===== config.mk =====
export PLATFORM = sky130hd
export DESIGN_NAME = tdm_demux
export DESIGN_NICKNAME = d
export VERILOG_FILES = /design/src/rtl/tdm_demux.sv
export SDC_FILE = /design/constraint.sdc
export NUM_CORES = 1
export LEC_CHECK = 0
export ABC_AREA = 1
export BUFFER_PORTS_ARGS = -buffer_cell sky130_fd_sc_hd__buf_2
export CELL_PAD_IN_SITES_DETAIL_PLACEMENT = 1
export CELL_PAD_IN_SITES_GLOBAL_PLACEMENT = 1
export CORE_ASPECT_RATIO = 1.25
export CORE_MARGIN = 2
export CORE_UTILIZATION = 40
export DETAILED_ROUTE_END_ITERATION = 6
export GPL_TIMING_DRIVEN = 0
export PLACE_DENSITY_LB_ADDON = 0.1
export SYNTH_ARGS = -nofsm -noshare
export SYNTH_HDL_FRONTEND = slang
export SYNTH_SLANG_ARGS = --single-unit
export TNS_END_PERCENT = 1

===== constraint.sdc =====
create_clock -name clk -period 2.3 [get_ports clk]
set_clock_uncertainty 0.15 [all_clocks]
set_input_delay 0.345 -clock clk [delete_from_list [all_inputs] [get_ports clk]]
set_output_delay 0.345 -clock clk [all_outputs]
set_load 0.05 [all_outputs]

===== src/rtl/tdm_demux.sv =====
// Serial TDM demultiplexer: A/B interleaved slots, MSB first, into two words.
// Define TDM_DEMUX_PARITY_EN to append an even-parity slot to each frame.
module tdm_demux #(
  parameter int WIDTH = 8
) (
  input  logic             clk,
  input  logic             rst,
  input  logic             sin,
  input  logic             sin_valid,
  input  logic             frame,
  output logic [WIDTH-1:0] out_a,
  output logic [WIDTH-1:0] out_b,
  output logic             out_valid,
  input  logic             out_ready,
  output logic             err
);

`ifdef TDM_DEMUX_PARITY_EN
  localparam int NSLOT = 2 * WIDTH + 1;
`else
  localparam int NSLOT = 2 * WIDTH;
`endif
  localparam int CW = $clog2(NSLOT + 1);
  localparam logic [CW-1:0] LAST = CW'(NSLOT - 1);

  typedef enum logic [1:0] {
    IDLE,
    COLLECT,
    HOLD
  } state_t;

  state_t           state, state_n;
  logic [CW-1:0]    cnt, cnt_n;
  logic [WIDTH-1:0] sa, sa_n;
  logic [WIDTH-1:0] sb, sb_n;
  logic [WIDTH-1:0] oa_n, ob_n;
  logic             ov_n, err_n;
  logic             start, go;
`ifdef TDM_DEMUX_PARITY_EN
  logic             par, par_n;
`endif

  assign start = sin_valid & frame;

  always_ff @(posedge clk) begin
    if (rst) begin
      state     <= IDLE;
      cnt       <= '0;
      sa        <= '0;
      sb        <= '0;
      out_a     <= '0;
      out_b     <= '0;
      out_valid <= 1'b0;
      err       <= 1'b0;
`ifdef TDM_DEMUX_PARITY_EN
      par       <= 1'b0;
`endif
    end else begin
      state     <= state_n;
      cnt       <= cnt_n;
      sa        <= sa_n;
      sb        <= sb_n;
      out_a     <= oa_n;
      out_b     <= ob_n;
      out_valid <= ov_n;
      err       <= err_n;
`ifdef TDM_DEMUX_PARITY_EN
      par       <= par_n;
`endif
    end
  end

  always_comb begin
    state_n = state;
    cnt_n   = cnt;
    sa_n    = sa;
    sb_n    = sb;
    oa_n    = out_a;
    ob_n    = out_b;
    ov_n    = out_valid;
    err_n   = 1'b0;
    go      = 1'b0;
`ifdef TDM_DEMUX_PARITY_EN
    par_n   = par;
`endif
    unique case (state)
      IDLE: begin
        if (start) go = 1'b1;
      end
      COLLECT: begin
        if (sin_valid) begin
          if (frame) begin
            err_n = 1'b1;
            go    = 1'b1;
          end else if (cnt == LAST) begin
`ifdef TDM_DEMUX_PARITY_EN
            if (par ^ sin) begin
              err_n   = 1'b1;
              state_n = IDLE;
            end else begin
              oa_n    = sa;
              ob_n    = sb;
              ov_n    = 1'b1;
              state_n = HOLD;
            end
`else
            oa_n    = sa;
            ob_n    = {sb[WIDTH-2:0], sin};
            ov_n    = 1'b1;
            state_n = HOLD;
`endif
          end else begin
            if (cnt[0]) sb_n = {sb[WIDTH-2:0], sin};
            else        sa_n = {sa[WIDTH-2:0], sin};
            cnt_n = cnt + CW'(1);
`ifdef TDM_DEMUX_PARITY_EN
            par_n = par ^ sin;
`endif
          end
        end
      end
      HOLD: begin
        if (out_ready) begin
          ov_n    = 1'b0;
          state_n = IDLE;
          if (start) go = 1'b1;
        end else if (start) begin
          // Frame start while the previous frame is unclaimed: drop it.
          err_n = 1'b1;
        end
      end
      default: state_n = IDLE;
    endcase
    if (go) begin
      state_n = COLLECT;
      sa_n    = {{(WIDTH-1){1'b0}}, sin};
      sb_n    = '0;
      cnt_n   = CW'(1);
`ifdef TDM_DEMUX_PARITY_EN
      par_n   = sin;
`endif
    end
  end

endmodule


==> results of run 1 <==
## routing by layer
| layer | share of wire [%] | GRT usage [%] | vias to the layer above |
|---|---|---|---|
| met5 | 0 | 0 | - |
| li1 | - | - | 762 |
| met4 | 1.7 | 7.09 | 0 |
| met1 | 47 | 20.9 | 676 |
| met2 | 48 | 29.0 | 22 |
| met3 | 3.4 | 4.58 | 7 |
## cell families (layout without fill, tap and decap cells)
kind of cell    count (synthesis)  after routing  synth area share [%]
compound gates                 42             42                  13.1
flops                          40             40                  48.6
xor+xnor                        1              1                 0.532
simple gates                  105            105                  26.9
buf+inv                        24             55                  6.38
fa+ha+maj                       6              6                  4.56
## layout make-up
cell class              instances  share of cell area [%]
clock inverters                 3                    2.18
multi-input cells             154                    38.4
plain buffers                   7                    2.05
well taps                      56                    3.59
repair buffers                 23                    5.89
flip-flops and latches         40                    41.0
clock buffers                   5                    3.52
inverters                      17                    3.40
## through the flow
stage	setup WS (ps)	area (sq um)	total power, uW	hold slack (ps)
floorplan	552	1650	808	264
global placement	208	1830	843	297
detailed placement	119	1830	844	303
CTS	94.7	1940	1420	76.6
global route	27.8	1950	1470	98.4
finish	334	1950	1410	83.3
## placed cells by master, fill, tap and decap left out, types with 2 or more instances in the layout
master    synthesis  routed
a21oi_1          22      22
buf_2             2      25
clkbuf_1          2       2
clkbuf_8          0       5
dfxtp_1          40      40
ha_1              6       5
inv_1            13      13
inv_2             2       2
nand2_1          38      36
nand2_2           2       4
nand3_1          19      19
nand4_1           2       2
nor2_1           39      39
o21ai_0          17      17
## registers in the layout (all words and copies together), names as in the netlist
register / flops
out_a: 8
out_b: 8
sa: 8
state: 2
err: 1
cnt: 5
out_valid: 1
sb: 7
## worst min path at each step
stage	slack (ps)	to	startpoint
global placement	300	sa[7]$_SDFFE_PP0P_	sa[7]$_SDFFE_PP0P_
floorplan	260	cnt[0]$_SDFFE_PP0P_	rst
CTS	80	state[0]$_SDFFE_PP0P_	rst
global route	100	state[0]$_SDFFE_PP0P_	rst
finish	80	state[0]$_SDFFE_PP0P_	rst
detailed placement	300	sa[7]$_SDFFE_PP0P_	sa[7]$_SDFFE_PP0P_
## repair_timing
action,in CTS,in global routing
hold buffers,0,0
setup endpoints to repair,0,14
gates resized for setup,0,4
hold endpoints to repair,0,0
## power breakdown
group	internal (uW)	switching, uW	total (uW)
registers	700	7.95	708
clock network	321	259	580
logic	35.9	84.5	120
total	1060	351	1410
==> impl_metrics.ini, run 1 <==
[global_routing]
grt_pass1_wl_um = 5950
grt_pass1_vias = 1353
grt_max_degree = 14
grt_overflow = 0
grt_use_total_pct = 17.3
antenna_found_initial = 0

[floorplan]
rows = 26
die_h_um = 75.8
pin_count = 24
die_area_sq_um = 4650
start_util_pct = 40.8
core_area_sq_um = 4030
die_w_um = 61.4

[yosys]
mappedNetlistArea_sq_um = 1650
synth_cell_types = 27
synthTopCellsByCount = 40 x dfxtp_1, 39 x nor2_1, 38 x nand2_1, 22 x a21oi_1, 19 x nand3_1
syn_area_per_cell_sq_um = 7.56
ys.flop_type = dfxtp_1
ys_seq_area_share_pct = 48.6
synth_top_area_cell = dfxtp_1
synth_edf_count = 0
post-synth-top-area-fraction_pct = 48.6
synth_nets = 230
synthArstFlopShare_pct = 0
synthTopCellsByArea = dfxtp_1 49%, nor2_1 8.9%, nand2_1 8.7%
yosys_warnings = 0
yosys_register_bits = 40
yosysMostFrequentCell = dfxtp_1
synthCells = 218

[flow_run]
drv_cap = 0

[finish]
final_core_util_pct = 48.4
n_fill_cell = 551
n_antenna_cell = 0
final-seq-area_sq_um = 801
drive_above_1_share_pct = 18.5
finish.net_count = 260
finalNonFillerCells = 305
multi_input_area_sq_um = 749
syn_to_final_growth_pct = 18.5

[sta]
tightest_slew_ps = 409
max-slew-margin-rel_pct = 72.7
period_needed_ps = 1970
hold_viol = 0
fin_crit_sh_pct = 85.5
fmax_mhz = 509
slew_violations = 0
grt_setup_unrepaired = false
setup_viol = 0
finalSetupTns_ps = 0

[worst_hold_path]
min_path_type = in2reg
whs_path_depth = 2

[placed_design]
dp_cells = 297
gp_congestion = 0.737
place.detailed.hpwl_um = 2690
io_buffers = 23

[clocking]
cts_htree_levels = 2
clk_pin_slew_worst_paths_ps = 80
cts_root_buf = clkbuf_8
cts_buffers = 5
clock_path_buffers = 2
cts_sinks = 40
postCtsSetupRepairBufs = 0
clk_latency_ps = 290
cts_tree = built

[route]
postRouteAntennaNets = 0
drc = 0
via_per_inst = 4.81
wirelength_um = 3650
firstDrtPassIters = 4
wl_per_cell_um = 12.0
drtIter0Drc = 52
vias = 1467

[critical_path]
cp_max_fo = 10
critPathCapture = out_a[6]$_SDFFE_PP0P_
setup.worst_path.start_class = register
r2r_end = out_a[6]$_SDFFE_PP0P_
crit_buf_inv = 2
r2r_start = cnt[0]$_SDFFE_PP0P_
crit_type = reg2reg
ff2ff_setup_slack_ps = 330
crit_path_max_incr_delay_ps = 400
arrival_ps = 2010
critPathRequiredTime_ps = 2340
r2r_cells = 8
critPathLaunch = cnt[0]$_SDFFE_PP0P_
crit_path_cell_trace = ha_1, inv_1, nor3_1, ha_2, nand3_2, clkbuf_1, o21ai_0, nor2_1
crit_cells = 8
end_kind = register
slowest_stage = dfxtp_1
cp_top_family = adder cells

[pwr]
ir_drop_uv = 357
power.density_nw_per_um2 = 721
p_leak_uw = 0.000782

[outcome]
status = complete, no violations
(Power assumes the default switching activity.)
==> inputs of run 2 (changes only) <==
--- a/config.mk
+++ b/config.mk
@@ -11,7 +11,7 @@
 export CELL_PAD_IN_SITES_GLOBAL_PLACEMENT = 1
 export CORE_ASPECT_RATIO = 1.25
 export CORE_MARGIN = 2
-export CORE_UTILIZATION = 40
+export CORE_UTILIZATION = 29
 export DETAILED_ROUTE_END_ITERATION = 6
 export GPL_TIMING_DRIVEN = 0
 export PLACE_DENSITY_LB_ADDON = 0.1
==> run 2 against run 1 <==
  * Wire length grew 9.4%
  * First-iteration DRC count grew 9.6%
  * Register-to-register slack lost 120 ps
  * Critical path type unchanged
  * Final cell count grew 2.6%
  * Via count grew 0.20%
==> impl_metrics.ini, run 2 (synthesized netlist as in run 1, its figures left out) <==
[finish]
final-seq-area_sq_um = 801
finish.net_count = 260
n_antenna_cell = 0
final_cell_mix = 40 x dfxtp_1, 39 x nor2_1, 36 x nand2_1
drive_above_1_share_pct = 18.5
multi_input_area_sq_um = 749
finalNonFillerCells = 313
final_core_util_pct = 35.7
n_fill_cell = 664
final_common_cell = dfxtp_1
syn_to_final_growth_pct = 17.9
reg_top3 = out_a (8), out_b (8), sa (8)

[worst_hold_path]
min_path_type = in2reg

[sta]
hold_viol = 0
whs_ps = 84.6
slew_violations = 0
fin_ws_ps = 217
fmax_mhz = 480
period_needed_ps = 2080
finalSetupTns_ps = 0
setup_viol = 0
max-slew-margin-rel_pct = 71.2
fin_crit_sh_pct = 90.6
tightest_slew_ps = 432

[critical_path]
cp_max_fo = 10
critPathCapture = sb[6]$_SDFFE_PP0P_
critPathRequiredTime_ps = 2370
arrival_ps = 2160
r2r_start = cnt[0]$_SDFFE_PP0P_
critPathLaunch = cnt[0]$_SDFFE_PP0P_
end_kind = register
r2r_cells = 10
crit_type = reg2reg
r2r_end = sb[6]$_SDFFE_PP0P_
ff2ff_setup_slack_ps = 220
setup.worst_path.start_class = register

[floorplan]
pin_count = 24
die_w_um = 71.4
die_area_sq_um = 6300
start_util_pct = 30.3
die_h_um = 88.3
rows = 30
core_area_sq_um = 5440

[route]
vias = 1470
drc = 0
drtIter0Drc = 57
via_per_inst = 4.70
postRouteAntennaNets = 0
wirelength_um = 4000
firstDrtPassIters = 4
wl_per_cell_um = 12.8

[placed_design]
dpl_worst_slack_ps = 74.2
io_buffers = 23
place.detailed.hpwl_um = 2990
dp_cells = 305
gp_congestion = 0.741

[clocking]
cts_sinks = 40
postCtsSetupRepairBufs = 0
clock_path_buffers = 2
cts_root_buf = clkbuf_8
cts_tree = built
clk_latency_ps = 300
cts_htree_levels = 2
cts_buffers = 5
clk_pin_slew_worst_paths_ps = 80

[flow_run]
drv_cap = 0

[global_routing]
grt_pass1_wl_um = 6640
grt_overflow = 0
grt_pass1_vias = 1442
grt_use_total_pct = 13.7
antenna_found_initial = 0
grt_max_degree = 13

[pwr]
ir_drop_uv = 215
power.density_nw_per_um2 = 679
p_leak_uw = 0.000778

[outcome]
status = complete, no violations
==> run 2: cell count changes in the layout (fill, tap and decap cells not counted) <==
cell        before  now
clkinvlp_4       1    0
clkinv_2         1    3
bufinv_16        1    0
clkbuf_8         5    6
inv_4            1    0
==> run 2: how the worst min path moves through the flow <==
| stage | from | endpoint | slack (ps) | cells after the start |
|---|---|---|---|---|
| floorplan | rst | cnt[0]$_SDFFE_PP0P_ | 260 | 1 |
| global placement | cnt[3]$_SDFFE_PP0P_ | cnt[3]$_SDFFE_PP0P_ | 310 | 2 |
| detailed placement | cnt[4]$_SDFFE_PP0P_ | cnt[4]$_SDFFE_PP0P_ | 320 | 2 |
| CTS | rst | cnt[0]$_SDFFE_PP0P_ | 80 | 2 |
| global route | rst | cnt[0]$_SDFFE_PP0P_ | 80 | 2 |
| finish | rst | cnt[0]$_SDFFE_PP0P_ | 80 | 2 |
==> run 2: layer usage <==
layer	track usage, %	vias to the layer above	wire, um
met3	3.42	5	144
met4	5.15	0	65
li1	-	767	-
met2	23.8	23	1900
met1	16.3	675	1890
met5	0	-	0
==> run 2: cell type report <==
type / count / share of cell area, %
flip-flops and latches: 40 / 41.2
multi-input cells: 154 / 38.6
repair buffers: 23 / 5.92
clock buffers: 6 / 4.25
well taps: 64 / 4.12
inverters: 17 / 3.35
plain buffers: 7 / 2.06
clock inverters: 2 / 0.515
==> run 2: worst max-delay path: stages, from the launching register on <==
cell      delay [ps]
dfxtp_1          400
ha_1             190
inv_1             50
nor3_1           150
ha_2             250
nor2_2            60
nand2_2          130
clkinv_2         190
nand2_2          190
nand2_1           90
a21oi_1          150
==> run 2: timing repair <==
action	in CTS	in global routing
endpoints found under the setup margin	0	20
hold buffers	0	0
gates resized for setup	0	3
endpoints found under the hold margin	0	0
==> run 2: where the power goes <==
group	total, uW	internal [uW]	switching, uW
clock	492	240	252
combinational	121	36.0	85.0
sequential	708	700	7.67
total	1320	975	345
==> run 2: metrics by stage <==
| stage | area, sq um | power, uW |
|---|---|---|
| floorplan | 1650 | 808 |
| detailed placement | 1840 | 847 |
| global placement | 1840 | 846 |
| finish | 1940 | 1320 |
| CTS | 1940 | 1340 |
| global route | 1940 | 1380 |
